<file path="config.mk">
export PLATFORM = sky130hd
export DESIGN_NAME = array_ks_mac_pipe
export DESIGN_NICKNAME = d
export VERILOG_FILES = /design/src/rtl/mac_pkg.sv /design/src/rtl/ks_adder.sv /design/src/rtl/array_ks_mac_pipe.sv
export SDC_FILE = /design/constraint.sdc
export NUM_CORES = 1
export LEC_CHECK = 0
export BUFFER_PORTS_ARGS = -buffer_cell sky130_fd_sc_hd__buf_2
export CAP_MARGIN = 20
export CORE_ASPECT_RATIO = 0.8
export CORE_UTILIZATION = 25
export DETAILED_ROUTE_END_ITERATION = 8
export HOLD_SLACK_MARGIN = 0.06
export SETUP_SLACK_MARGIN = 0.05
export SLEW_MARGIN = 20
export SYNTH_ARGS = -nofsm -noshare
export SYNTH_HDL_FRONTEND = slang
export SYNTH_SLANG_ARGS = --single-unit
</file>
<file path="constraint.sdc">
create_clock -name clk -period 7.1 [get_ports clk]
set_input_delay 1.065 -clock clk [delete_from_list [all_inputs] [get_ports clk]]
set_output_delay 1.065 -clock clk [all_outputs]
set_load 0.05 [all_outputs]
</file>
<file path="src/rtl/mac_pkg.sv">
// Shared types and sizing helpers for the array/Kogge-Stone MAC pipeline.
package mac_pkg;

    localparam int DEF_WIDTH   = 4;
    localparam int DEF_DOT_LEN = 4;

    // Bit count needed to index n items, never less than one bit.
    function automatic int clog2_safe(input int n);
        int r;
        r = 0;
        while ((1 << r) < n) r++;
        return (r < 1) ? 1 : r;
    endfunction

    // Product width plus enough headroom for n terms and the carry-ins.
    function automatic int acc_width_default(input int w, input int n);
        return 2 * w + $clog2(n) + 1;
    endfunction

    typedef enum logic [1:0] {
        IDLE  = 2'd0,
        ACCUM = 2'd1,
        DONE  = 2'd2
    } grp_state_t;

endpackage

</file>
<file path="src/rtl/ks_adder.sv">
// Combinational Kogge-Stone adder: s = x + y + ci, co = carry out of bit W-1.
module ks_adder #(
    parameter int W = 8
) (
    input  logic [W-1:0] x,
    input  logic [W-1:0] y,
    input  logic         ci,
    output logic [W-1:0] s,
    output logic         co
);

    logic [W-1:0] gen;
    logic [W-1:0] prp;
    logic [W-1:0] gn;
    logic [W-1:0] pn;
    logic [W:0]   c;

    always_comb begin
        gen = x & y;
        prp = x ^ y;
        gn  = '0;
        pn  = '0;
        // Parallel-prefix levels: span doubles each pass until it covers W bits.
        for (int d = 1; d < W; d = d * 2) begin
            gn = gen;
            pn = prp;
            for (int k = d; k < W; k++) begin
                gn[k] = gen[k] | (prp[k] & gen[k-d]);
                pn[k] = prp[k] & prp[k-d];
            end
            gen = gn;
            prp = pn;
        end
        // gen/prp now hold group generate/propagate for bits [k:0]; fold in ci.
        c  = {gen | (prp & {W{ci}}), ci};
        s  = (x ^ y) ^ c[W-1:0];
        co = c[W];
    end

endmodule

</file>
<file path="src/rtl/array_ks_mac_pipe.sv">
// Pipelined dot-product MAC: capture -> array multiply -> Kogge-Stone accumulate; SATURATE_EN clamps on overflow.
// Latency: result pulse on the 3rd edge counting the edge that samples the group's last pair; 1 pair/cycle.
// No backpressure: every in_valid pair is accepted unless clr is high in the same cycle.
module array_ks_mac_pipe
    import mac_pkg::*;
#(
    parameter int WIDTH     = DEF_WIDTH,
    parameter int DOT_LEN   = DEF_DOT_LEN,
    parameter int ACC_WIDTH = acc_width_default(WIDTH, DOT_LEN)
) (
    input  logic                 clk,
    input  logic                 rst,
    input  logic                 in_valid,
    input  logic [WIDTH-1:0]     a,
    input  logic [WIDTH-1:0]     b,
    input  logic                 cin,
    input  logic                 clr,
    output logic                 out_valid,
    output logic [ACC_WIDTH-1:0] result,
    output logic                 cout,
    output logic                 busy
);

    localparam int PW    = 2 * WIDTH;
    localparam int CNT_W = clog2_safe(DOT_LEN);
    localparam logic [CNT_W-1:0] LAST = CNT_W'(DOT_LEN - 1);

    // Stage 1: operand capture
    logic             v1;
    logic [WIDTH-1:0] a1;
    logic [WIDTH-1:0] b1;
    logic             c1;

    always_ff @(posedge clk or posedge rst) begin
        if (rst) begin
            v1 <= 1'b0;
            a1 <= '0;
            b1 <= '0;
            c1 <= 1'b0;
        end else begin
            v1 <= in_valid & ~clr;
            if (in_valid & ~clr) begin
                a1 <= a;
                b1 <= b;
                c1 <= cin;
            end
        end
    end

    // Stage 2: array multiplier, one shifted partial-product row per multiplier bit
    logic [PW-1:0] row [WIDTH+1];

    assign row[0] = '0;

    for (genvar i = 0; i < WIDTH; i++) begin : g_row
        logic [PW-1:0] pp;
        assign pp         = PW'(a1 & {WIDTH{b1[i]}}) << i;
        assign row[i + 1] = row[i] + pp;
    end

    logic          v2;
    logic [PW-1:0] p2;
    logic          c2;

    always_ff @(posedge clk or posedge rst) begin
        if (rst) begin
            v2 <= 1'b0;
            p2 <= '0;
            c2 <= 1'b0;
        end else begin
            v2 <= v1 & ~clr;
            if (v1 & ~clr) begin
                p2 <= row[WIDTH];
                c2 <= c1;
            end
        end
    end

    // Stage 3: accumulate
    logic [CNT_W-1:0]     cnt;
    logic [ACC_WIDTH-1:0] acc;
    logic                 sticky;

    logic                 first_term;
    logic                 last_term;
    logic [ACC_WIDTH-1:0] acc_base;
    logic [ACC_WIDTH-1:0] p_ext;
    logic                 sticky_base;
    logic [ACC_WIDTH-1:0] sum;
    logic                 carry;
    logic                 ovf;
    logic [ACC_WIDTH-1:0] acc_next;

    always_comb begin
        first_term  = (cnt == '0);
        last_term   = v2 && (cnt == LAST);
        // A new group starts from zero; stale acc/sticky of the previous group are ignored.
        acc_base    = first_term ? '0 : acc;
        sticky_base = first_term ? 1'b0 : sticky;
        p_ext       = '0;
        p_ext[PW-1:0] = p2;
    end

    ks_adder #(
        .W (ACC_WIDTH)
    ) u_acc_add (
        .x  (acc_base),
        .y  (p_ext),
        .ci (c2),
        .s  (sum),
        .co (carry)
    );

    always_comb begin
        ovf = sticky_base | carry;
`ifdef SATURATE_EN
        acc_next = ovf ? '1 : sum;
`else
        acc_next = sum;
`endif
    end

    always_ff @(posedge clk or posedge rst) begin
        if (rst) begin
            cnt    <= '0;
            acc    <= '0;
            sticky <= 1'b0;
            result <= '0;
            cout   <= 1'b0;
        end else if (clr) begin
            cnt    <= '0;
            acc    <= '0;
            sticky <= 1'b0;
        end else if (v2) begin
            acc    <= acc_next;
            sticky <= ovf;
            cnt    <= last_term ? '0 : cnt + 1'b1;
            if (last_term) begin
                result <= acc_next;
                cout   <= ovf;
            end
        end
    end

    // Group tracking; DONE lasts exactly one cycle and drives the result pulse.
    grp_state_t state;
    grp_state_t state_nxt;

    always_ff @(posedge clk or posedge rst) begin
        if (rst) begin
            state <= IDLE;
        end else begin
            state <= state_nxt;
        end
    end

    always_comb begin
        state_nxt = state;
        case (state)
            IDLE:    if (v2) state_nxt = last_term ? DONE : ACCUM;
            ACCUM:   if (last_term) state_nxt = DONE;
            DONE:    state_nxt = v2 ? (last_term ? DONE : ACCUM) : IDLE;
            default: state_nxt = IDLE;
        endcase
        if (clr) state_nxt = IDLE;
    end

    assign out_valid = (state == DONE);
    assign busy      = (cnt != '0) | v1 | v2;

endmodule
</file>
# Word level (Yosys, flattened, before mapping)
# Index checks and enable logic that the tools add are counted.
[word_totals]
out_inout_bits = 14
romBits = 0
in_bits = 13
latch_bits = 0
mem_bits_rw = 0
reg_bits = 48
wordCells = 146
memories = 0
[classes]
n_mux = 15
eq_ne = 5
n_shift = 0
n_lt_le_gt_ge = 0
mul = 0
reduce_logical = 7
bitwise_logic = 102
div_mod_pow = 0
add_sub_neg = 4
[ops]
columns = ["op", "n"]
rows = [
  ["bitwise AND 1 bit", 60],
  ["two-way mux 11 bit", 3],
  ["OR 1 bit", 32],
  ["bitwise AND 4 bit", 4],
  ["two-way mux 2 bit", 8],
  ["bitwise AND 11 bit", 1],
  ["bitwise AND 11 x 8 -> 11 bit", 1],
  ["OR 11 bit", 1],
  ["bitwise XOR 11 bit", 1],
  ["bitwise XOR 11 x 8 -> 11 bit", 1],
  ["adder 7 x 7 -> 8 bit", 1],
  ["adder 6 x 6 -> 7 bit", 1],
  ["adder 4 x 5 -> 6 bit", 1],
  ["inequality test 3 bit, second input constant", 2],
  ["one-hot mux 2 bit (3 select lines)", 1],
  ["equality test 2 bit, second input constant", 2],
  ["logical NOT 2 bit", 2],
  ["nonzero test 2 bit", 2],
  ["two-way mux 1 bit", 3],
  ["AND reduction 3 bit", 1],
  ["adder 2 x 1 -> 2 bit, second input constant", 1],
  ["equality test 2 x 1 -> 1 bit, second input constant", 1],
  ["AND reduction 2 bit", 1],
  ["logical AND 1 bit", 1],
  ["NOT 1 bit", 1],
]

# Longest topological paths before layout
# Gate-level depths: netlist (run 1).
[depth]
word_depth = 14
depth_mapped = 12
depth_no_buf = 12

# Cells and area by module
# From an unflattened synthesis (run 1), not the netlist that was laid out.
[unflattened]
cells_unflattened = 274
area_unflattened_um2 = 2931.6
[by_module_without_submodules]
columns = ["module", "area_each_um2", "cells_each", "seq_area_each_um2", "instances"]
rows = [
  ["array_ks_mac_pipe", 2454.9, 211, 1201.2, 1],
  ["ks_adder", 476.7, 63, 0.0, 1],
]

# Least setup slack after synthesis (run 1)
# OpenSTA, ideal clock, no wires.
[synth_timing]
kind = "register to register"
startpoint = "register cnt[0]"
endpoint = "register acc[9]"
setup_time_ns = 0.131
setup_slack_ns = 4.426
arrival_ns = 2.543
required_time_ns = 6.969
path_buffers = 2
path_stages_with_launch = 12
synth_period_minus_slack_ns = 2.674
cell_sequence = "dfrtp_1 > inv_1 > ha_1 > clkbuf_1 > clkbuf_1 > nor2b_1 > ha_1 > o21ai_0 > o21ai_1 > o211ai_2 > nor4bb_1 > or3_1"
[synth_between]
elab_chain_len = 14
elab_cells_between_ends = 33
classes_between = "mux: 3; bitwise: 29; reduce/logical: 1"
[synth_lines]
columns = ["item", "line_no", "source"]
rows = [
  ["from (decl)", "array_ks_mac_pipe.sv:80", "logic [CNT_W-1:0] cnt;"],
  ["from (signal assigned)", "array_ks_mac_pipe.sv:137", "cnt <= last_term ? '0 : cnt + 1'b1;"],
  ["logical NOT 2 bit (*)", "array_ks_mac_pipe.sv:95", "first_term = (cnt == '0);"],
  ["two-way mux 11 bit (*)", "array_ks_mac_pipe.sv:98", "acc_base = first_term ? '0 : acc;"],
  ["bitwise XOR 11 x 8 -> 11 bit / bitwise AND 11 x 8 -> 11 bit (equally long branches)", "ks_adder.sv:20, ks_adder.sv:36, ks_adder.sv:19", ""],
  ["bitwise AND 1 bit", "ks_adder.sv:28", "gn[k] = gen[k] | (prp[k] & gen[k-d]);"],
  ["OR 1 bit", "ks_adder.sv:28", ""],
  ["bitwise AND 1 bit", "ks_adder.sv:28", ""],
  ["OR 1 bit", "ks_adder.sv:28", ""],
  ["bitwise AND 1 bit", "ks_adder.sv:28", ""],
  ["OR 1 bit (2 in series)", "ks_adder.sv:28", ""],
  ["OR 11 bit", "ks_adder.sv:35", "c = {gen | (prp & {W{ci}}), ci};"],
  ["bitwise XOR 11 bit (*)", "ks_adder.sv:36", "s = (x ^ y) ^ c[W-1:0];"],
  ["two-way mux 11 bit (*)", "array_ks_mac_pipe.sv:134", "end else if (v2) begin"],
  ["two-way mux 11 bit (*)", "array_ks_mac_pipe.sv:130", "end else if (clr) begin"],
  ["to (signal assigned)", "array_ks_mac_pipe.sv:135", "acc <= acc_next;"],
  ["to (decl)", "array_ks_mac_pipe.sv:81", "logic [ACC_WIDTH-1:0] acc;"],
]
# Every way passes the cells marked *; elsewhere a longest branch is shown, timed or not. The select of a mux whose other input is x is not followed.
# A chain may end at the register's enable or synchronous reset.

# Final worst setup path (run 1)
[layout_timing]
startpoint = "register cnt[0]"
endpoint = "register acc[5]"
[layout_between]
elab_chain_len = 12
elab_cells_between_ends = 21
classes_between = "mux: 3; bitwise: 17; reduce/logical: 1"
[layout_lines]
columns = ["item", "line_no"]
rows = [
  ["logical NOT 2 bit (*)", "array_ks_mac_pipe.sv:95"],
  ["two-way mux 11 bit (*)", "array_ks_mac_pipe.sv:98"],
  ["bitwise XOR 11 x 8 -> 11 bit / bitwise AND 11 x 8 -> 11 bit (equally long branches)", "ks_adder.sv:20, ks_adder.sv:36, ks_adder.sv:19"],
  ["bitwise AND 1 bit", "ks_adder.sv:28"],
  ["OR 1 bit", "ks_adder.sv:28"],
  ["bitwise AND 1 bit", "ks_adder.sv:28"],
  ["OR 1 bit (2 in series)", "ks_adder.sv:28"],
  ["OR 11 bit", "ks_adder.sv:35"],
  ["bitwise XOR 11 bit (*)", "ks_adder.sv:36"],
  ["two-way mux 11 bit (*)", "array_ks_mac_pipe.sv:134"],
  ["two-way mux 11 bit (*)", "array_ks_mac_pipe.sv:130"],
]
# Marks and branches as above.

==> results of run 1 <==
worst max path at each step:
stage / from / to / slack [ns] / cells past startpoint
global route: cnt[0] / acc[8] / 3.94 / 9
global placement: cnt[0] / result[5] / 4.31 / 9
finish: cnt[0] / acc[5] / 4.20 / 9
floorplan: cnt[0] / acc[9] / 4.43 / 11
detailed placement: cnt[0] / acc[9] / 4.22 / 9
CTS: cnt[0] / acc[5] / 4.16 / 9
registers in the layout, indices dropped and copies added (netlist names):
register and flops:
b1 4, p2 8, a1 4, v2 1
cnt 2, sticky 1, result 11, acc 11
state 2, cout 1, c1 1, v1 1
c2 1
worst max-delay path, stage by stage (launching register included):
cell and delay [ns]:
dfrtp_1 0.41, inv_1 0.07, ha_1 0.59, nor2b_1 0.17
ha_1 0.36, a211oi_2 0.10, o21bai_1 0.28, a31oi_1 0.18
or4b_1 0.49, o311ai_0 0.12
Yosys cell counts (4+ instances only):
| master | count |
|---|---|
| inv_1 | 16 |
| nor2b_1 | 10 |
| dfrtp_1 | 48 |
| mux2i_1 | 6 |
| a21oi_1 | 6 |
| xor2_1 | 7 |
| o21ai_0 | 13 |
| nor2_1 | 13 |
| nand2b_1 | 5 |
| fa_1 | 6 |
| clkbuf_1 | 12 |
| a21o_1 | 4 |
| mux2_2 | 16 |
| and2_1 | 5 |
| ha_1 | 20 |
| xnor2_1 | 4 |
| nand2_1 | 30 |
| o21ai_1 | 4 |
| o31ai_1 | 4 |
cells by family after synthesis:
group	Yosys count	synth area share, %
buf+inv	29	3.96
compound gates	49	12.2
simple gates	81	15.2
mux	22	8.64
flops	48	43.2
xor+xnor	11	3.47
fa+ha+maj	26	13.3
layer usage:
| metal | wire [µm] | part of all wire [%] | up-vias |
|---|---|---|---|
| li1 | - | - | 960 |
| met1 | 2560 | 49 | 933 |
| met2 | 2470 | 47 | 19 |
| met3 | 151 | 2.9 | 7 |
| met4 | 70 | 1.3 | 0 |
| met5 | 0 | 0 | - |
final cells by class:
cell class / instances / area (µm²) / area share [%]
repair buffers: 27 / 138 / 4.31
clock inverters: 3 / 18.8 / 0.588
well taps: 144 / 180 / 5.64
inverters: 16 / 61.3 / 1.92
clock buffers: 5 / 125 / 3.92
multi-input cells: 189 / 1470 / 46.0
flip-flops and latches: 48 / 1200 / 37.6
power groups by stage:
stage	sequential (µW)	clock, µW	combinational (µW)
2_1_floorplan	341	0	154
3_3_place_gp	340	0	201
3_5_place_dp	340	0	206
4_1_cts	335	240	208
5_1_grt	340	253	234
6_report	334	231	203
metrics by stage:
| stage | instances | power, µW | util (%) | hold slack (ns) | worst slack [ns] |
|---|---|---|---|---|---|
| after floorplan | 266 | 495 | - | 0.439 | 4.43 |
| after global placement | 424 | 540 | 28.1 | 0.455 | 4.31 |
| after detailed placement | 424 | 546 | 28.1 | 0.466 | 4.22 |
| after CTS | 432 | 783 | 29.4 | 0.477 | 4.16 |
| after global routing | 432 | 827 | 29.4 | 0.502 | 3.94 |
| final | 432 | 769 | 29.4 | 0.474 | 4.20 |
==> qor.yml, run 1 <==
reg2reg_to: "acc[5]"
grt_pass1_wl_mm: 9.10
startpoint_type: "flip-flop"
clock_power_share_pct: 30.1
hold_path_class: "flip-flop to flip-flop"
synthDistinctLibCells: 43
finalSetupViolCount: 0
yosysSeqAreaShare_pct: 43.2
rsz0062_at_grt: "false"
p_comb_share_pct: 26.4
synth_nets: 305
drive_gt1_share_pct: 20.1
post_drt_wl_per_cell_um: 12.1
power_leakage_uw: 0.00151
reg2regPathDepth: 9
die-area_um2: 11500
tightest_slew_ns: 0.874
synth_area_leader_cell: "dfrtp_1"
timing.fmax_mhz: 345
clkTransAtPathRegs_ns: 0.07
clk_path_buf_depth: 2
grt_use_met2_pct: 16.3
p_int_uw: 524
die_y_um: 96.3
async_flop_share_pct: 100
drt_iter0_drc: 50
r2r_slack_ns: 4.20
cts.sinks: 48
port-buffer-count: 26
ys_seq_elements: 48
die_w_um: 120
slew_headroom_pct: 41.6
worst_setup_path_end_kind: "flip-flop"
ir_drop_uv: 103
gp_congestion: 0.820
synth_ff_type: "dfrtp_1"
drtPass1Iterations: 4
dpl_cell_area_um2: 3050
use_met1_pct: 13.0
grt_busiest_layer: "met2"
cp.required_ns: 7.27
nets: 326
min_to: "state[1]"
cts-htree-levels: 2
hold_viol: 0
track_usage_pct: 10.1
clk_latency_ns: 0.29
grt_use_met3_pct: 2.49
numCtsBuffers: 5
yosys_warnings: 0
drt_wl_total_mm: 5.25
grt_max_degree: 49
dp_hpwl_mm: 3.82
mostFrequentLayoutCells: "dfrtp_1 (48), nand2_1 (30), buf_2 (26), ha_1 (20), mux2_2 (16)"
cts-resized-gates: 0
grt_pass1_vias: 1890
diodes: 0
cts_hold_buf: 0
status: "complete, no violations"
min_period_ns: 2.90
ioPinCount: 27
area_growth_pct: 14.9
std_cell_rows: 34
yosys-top-cells-area: "dfrtp_1 (43%), ha_1 (9.0%), mux2_2 (6.5%), fa_1 (4.3%), nand2_1 (4.1%)"
clock_skew_ns: 0.00880
p_sw_uw: 245
maxCapViolCount: 0
synth_area_um2: 2780
synth_top_area_share_pct: 43.2
min_path_cells: 1
cts_tree: "yes"
synth-edff-count: 0
worstReg2RegStart: "cnt[0]"
drc_errors: 0
via_per_inst: 4.44
period_share_pct: 40.8
p_per_area_nw_per_um2: 241
cts_setup_buffers: 0
synth_area_per_cell_um2: 10.5
min_from: "state[1]"
num_vias: 1919
finalMaxSlewViolations: 0
cp_max_fo: 19
antenna_found_initial: 0
overflow: 0
final_cell_area_um2: 3190
root_buffer: "clkbuf_16"
start_util_pct: 25.6
worstPathArrival_ns: 3.07
fillers: 1127
setup_tns_ns: 0
final_common_cell: "dfrtp_1"
seq_power_share_pct: 43.5
ant_nets: 0
syn_inst: 266
switching_share_pct: 31.8
core_area_um2: 10800
worstSetupPathType: "flip-flop to flip-flop"
No activity file was read; power rests on OpenSTA's default activity.
==> inputs of run 2 (changes only) <==
- clock period: 7.1 -> 2.45 ns (I/O delays scaled with it)
==> run 2 against run 1 <==
Net effect: worst hold slack lost 0.36 ns; count of clock-buffer cells in the layout rose by 1; critical path depth rose by 3; the flow now finishes with violations (setup timing); clock skew barely moved; global-route usage is 0.77 points higher; highest routed layer unchanged; power increased to 3.2 times the previous value; critical endpoint is now p2[7]; fmax increased by 12%.
==> qor.yml, run 2 (synthesis gave the netlist of run 1 again) <==
status: "complete, but fails checks"
violations: "setup timing"
grt_pass1_wl_mm: 9.76
via_per_inst: 4.51
track_usage_pct: 10.9
tightest_slew_ns: 0.515
slew_headroom_pct: 65.6
final_common_cell: "dfrtp_1"
die_y_um: 96.3
ioPinCount: 27
cts-htree-levels: 2
root_buffer: "clkbuf_16"
clk_latency_ns: 0.29
reg2reg_to: "p2[7]"
cp_max_fo: 4
dp_hpwl_mm: 4.38
crit_start: "b1[1]"
nets: 356
clk_path_buf_depth: 2
cts.sinks: 48
cts_tree: "yes"
start_util_pct: 25.6
period_share_pct: 106
power_leakage_uw: 0.00166
setup_ws_ns: -0.150
drtPass1Iterations: 4
worstSetupPathType: "flip-flop to flip-flop"
die-area_um2: 11500
clkTransAtPathRegs_ns: 0.06
drc_errors: 0
maxCapViolCount: 0
gp_congestion: 0.775
worstPathArrival_ns: 2.77
cp.required_ns: 2.62
cts_hold_buf: 0
antenna_found_initial: 0
num_vias: 2078
p_per_area_nw_per_um2: 698
post_drt_wl_per_cell_um: 13.1
area_growth_pct: 27.7
post-route-util_pct: 32.7
r2r_slack_ns: -0.15
drt_iter0_drc: 97
std_cell_rows: 34
min_period_ns: 2.60
startpoint_type: "flip-flop"
hold_path_class: "primary input to async pin"
diodes: 0
die_w_um: 120
overflow: 0
worstReg2RegStart: "b1[1]"
power_uw: 2480
core_area_um2: 10800
grt_pass1_vias: 1997
port-buffer-count: 26
ant_nets: 0
rsz0062_at_grt: "true"
finalSetupViolCount: 2
clock_skew_ns: 0.00838
numCtsBuffers: 5
ir_drop_uv: 301
largestRegisters: "acc x11, result x11, p2 x8"
drive_gt1_share_pct: 35.0
hold_viol: 0
timing.fmax_mhz: 385
endpoint: "p2[7]"
mostFrequentLayoutCells: "dfrtp_1 (48), buf_4 (30), nand2_1 (28), buf_2 (26), mux2_2 (16)"
finalMaxSlewViolations: 0
grt_max_degree: 25
final_cell_count_no_fill: 461
worst_setup_path_end_kind: "flip-flop"
reg2regPathDepth: 12
drt_wl_total_mm: 6.06
dp_cells: 449
-- run 2: changes by cell type in the layout (fill, tap and decap cells not counted), moves of 4 or more --
| cell | change |
|---|---|
| buf_4 | +29 |
| inv_2 | +6 |
| ha_1 | -5 |
| ha_4 | +5 |
| inv_1 | -5 |
| o21ai_0 | -4 |
| o21ai_1 | +4 |
-- run 2: cell type report --
class	instances	area, µm²
clock inverters	1	8.76
flip-flops and latches	48	1200
fillers	1123	7300
repair buffers	57	367
clock buffers	6	139
multi-input cells	189	1590
inverters	16	60.1
well taps	144	180
-- run 2: worst max-delay path, stage by stage (launching register included) --
cell and delay, ns:
dfrtp_1 0.39, nand2_1 0.09, fa_1 0.48, fa_2 0.54
inv_2 0.04, ha_4 0.15, inv_2 0.05, fa_2 0.19
inv_1 0.04, a21o_1 0.18, a21oi_2 0.12, xor2_1 0.15
o21ai_1 0.07
-- run 2: timing repair --
item / in CTS / in global routing
hold endpoints to repair: 0 / 0
endpoints found under the setup margin: 11 / 17
setup buffers: 2 / 4
gates resized for setup: 7 / 20
pin swaps: 9 / 20
cloned: 0 / 0
-- run 2: worst min-delay path by stage --
| stage | slack [ns] | to | depth (start not counted) |
|---|---|---|---|
| global placement | 0.44 | b1[1] | 2 |
| finish | 0.11 | b1[1] | 2 |
| CTS | 0.14 | b1[1] | 2 |
| floorplan | 0.44 | state[1] | 1 |
| global route | 0.16 | b1[1] | 2 |
| detailed placement | 0.45 | b1[1] | 2 |
-- run 2: report_power, final --
| part | switching [µW] | total (µW) | internal [µW] |
|---|---|---|---|
| Combinational | 424 | 816 | 392 |
| Clock | 298 | 701 | 403 |
| Sequential | 71.4 | 961 | 890 |
| Total | 793 | 2480 | 1680 |
-- run 2: layer usage --
metal | vias up | global-route usage, % | wire length, µm
met2 | 27 | 17.2 | 2880
met4 | 0 | 3.75 | 75
met3 | 6 | 2.25 | 201
met1 | 1024 | 14.7 | 2900
li1 | 1021 | - | -
met5 | - | 0 | 0
-- run 2: metrics by stage --
| stage | setup WS [ns] | instance area (µm²) | hold WS, ns | TNS [ns] |
|---|---|---|---|---|
| final | -0.150 | 3550 | 0.111 | -0.209 |
| after global routing | -0.285 | 3550 | 0.156 | -0.466 |
| after global placement | -0.139 | 3240 | 0.439 | -0.209 |
| after detailed placement | -0.188 | 3240 | 0.454 | -0.389 |
| after floorplan | -0.130 | 2800 | 0.439 | -0.130 |
| after CTS | -0.150 | 3430 | 0.142 | -0.233 |
==> inputs of run 3 (changes only) <==
- SETUP_SLACK_MARGIN: 0.05 -> 0.4
==> run 3 against run 2 <==
Net effect: combinational power grew 19%; cell count is 3.3% higher; critical path type unchanged; flip-flop and latch count unchanged; via count up 3.3%; the run still ends with setup timing left; largest power group unchanged; critical endpoint unchanged; clock skew decreased by 0.0031 ns.
==> qor.yml, run 3 (synthesis gave the netlist of run 1 again) <==
p_sw_uw: 879
largestRegisters: "acc x11, result x11, p2 x8"
final_common_cell: "dfrtp_1"
drive_gt1_share_pct: 44.6
ir_drop_uv: 253
clkTransAtPathRegs_ns: 0.07
min_period_ns: 2.57
numCtsBuffers: 5
slowest_stage: "fa_1"
tightest_slew_ns: 0.530
p_per_area_nw_per_um2: 694
ant_nets: 0
setup_tns_ns: -0.190
cp_max_fo: 3
cp.required_ns: 2.61
power_uw: 2790
dp_hpwl_mm: 4.32
violations: "setup timing"
cts.sinks: 48
final_cell_area_um2: 4020
cp_cell_sequence: "nand2_2 > fa_1 > fa_1 > inv_2 > ha_4 > inv_2 > fa_2 > inv_1 > a21o_1 > a21oi_2 > xor2_1 > o21ai_1"
rsz0062_at_grt: "true"
overflow: 0
status: "complete, but fails checks"
hold_viol: 0
num_vias: 2146
dpl_cell_area_um2: 3310
cts-htree-levels: 2
gp_congestion: 0.769
setup_ws_ns: -0.118
nets: 370
finalMaxSlewViolations: 0
track_usage_pct: 11.6
fillers: 1077
cts_tree: "yes"
slew_headroom_pct: 64.7
period_share_pct: 105
timing.fmax_mhz: 389
core_area_um2: 10800
mostFrequentLayoutCells: "dfrtp_1 (48), buf_4 (35), nand2_1 (29), buf_2 (26), mux2_2 (14)"
start_util_pct: 25.6
power_leakage_uw: 0.00180
grt_pass1_vias: 2200
clock_skew_ns: 0.00524
timing.hold.ws_ns: 0.309
p_int_uw: 1910
via_per_inst: 4.51
worstSetupPathType: "flip-flop to flip-flop"
switching_share_pct: 31.5
p_comb_share_pct: 34.8
ioPinCount: 27
min_path_cells: 2
drtPass1Iterations: 4
diodes: 0
clock_power_share_pct: 30.1
register_area_um2: 1200
drt_iter0_drc: 67
clk_path_buf_depth: 2
seq_power_share_pct: 35.1
grt_max_degree: 24
startpoint_type: "flip-flop"
area_growth_pct: 44.6
worst_setup_path_end_kind: "flip-flop"
finalSetupViolCount: 3
clk_latency_ns: 0.29
die_w_um: 120
std_cell_rows: 34
post_drt_wl_per_cell_um: 13.3
antenna_found_initial: 0
hold_path_class: "primary input to flip-flop"
die_y_um: 96.3
reg2regPathDepth: 12
root_buffer: "clkbuf_16"
die-area_um2: 11500
worstPathArrival_ns: 2.73
grt_pass1_wl_mm: 10.5
multi_input_area_um2: 1880
cpPeakStageDelay_ns: 0.50
port-buffer-count: 26
drc_errors: 0
drt_wl_total_mm: 6.32
maxCapViolCount: 0
==> run 3: area by class of cell <==
| cell class | instances | share of cell area, % |
|---|---|---|
| Sequential cell | 48 | 29.9 |
| Timing Repair Buffer | 71 | 12.8 |
| Clock inverter | 1 | 0.747 |
| Inverter | 16 | 1.49 |
| Multi-Input combinational cell | 189 | 46.8 |
| Clock buffer | 7 | 3.80 |
| Tap cell | 144 | 4.48 |
==> run 3: what timing repair did <==
action | in CTS | in global routing
hold buffers | 1 | 0
endpoints found under the hold margin | 10 | 0
setup buffers | 14 | 4
resized for setup | 37 | 32
endpoints found under the setup margin | 23 | 23
pin swaps | 34 | 27
gates cloned | 0 | 0
==> run 3: power by group through the flow <==
stage | Clock [µW] | Combinational (µW) | Sequential, µW
4_1_cts | 866 | 867 | 969
5_1_grt | 890 | 1070 | 994
3_3_place_gp | 0 | 738 | 972
2_1_floorplan | 0 | 491 | 992
3_5_place_dp | 0 | 758 | 976
6_report | 841 | 970 | 979
==> run 3: final timing paths <==
kind	start	end	slack, ns
worst max register to register	a1[1]	p2[7]	-0.12
min in group asynchronous	rst	a1[3]	0.54
worst min-delay path	b[1]	b1[1]	0.31
worst max-delay path	a1[1]	p2[7]	-0.12
max in group asynchronous	rst	p2[4]	1.33
worst min register to register	result[10]	result[10]	0.47
==> run 3: routing by layer <==
metal	part of all wire (%)	vias up	GRT usage (%)
met2	50	19	19.7
met4	1.3	0	3.13
met1	46	1071	14.8
met3	2.7	10	2.90
li1	-	1046	-
met5	0	-	0
==> run 3: worst max-delay path, delay by kind of cell, from the launching register on <==
| kind | cells | cell delay, ns |
|---|---|---|
| adder cells (fa/ha/maj) | 4 | 1.33 |
| flip-flops | 1 | 0.39 |
| AO/OA/AOI/OAI | 3 | 0.35 |
| XOR/XNOR | 1 | 0.15 |
| buffers and inverters | 3 | 0.13 |
| AND/OR/NAND/NOR | 1 | 0.08 |
==> run 3: through the flow <==
stage	std cells	util, %	worst slack (ns)
4_1_cts	472	35.0	-0.171
3_3_place_gp	449	30.5	-0.171
3_5_place_dp	449	30.5	-0.243
6_report	476	37.0	-0.118
2_1_floorplan	266	-	-0.113
5_1_grt	476	37.0	-0.242
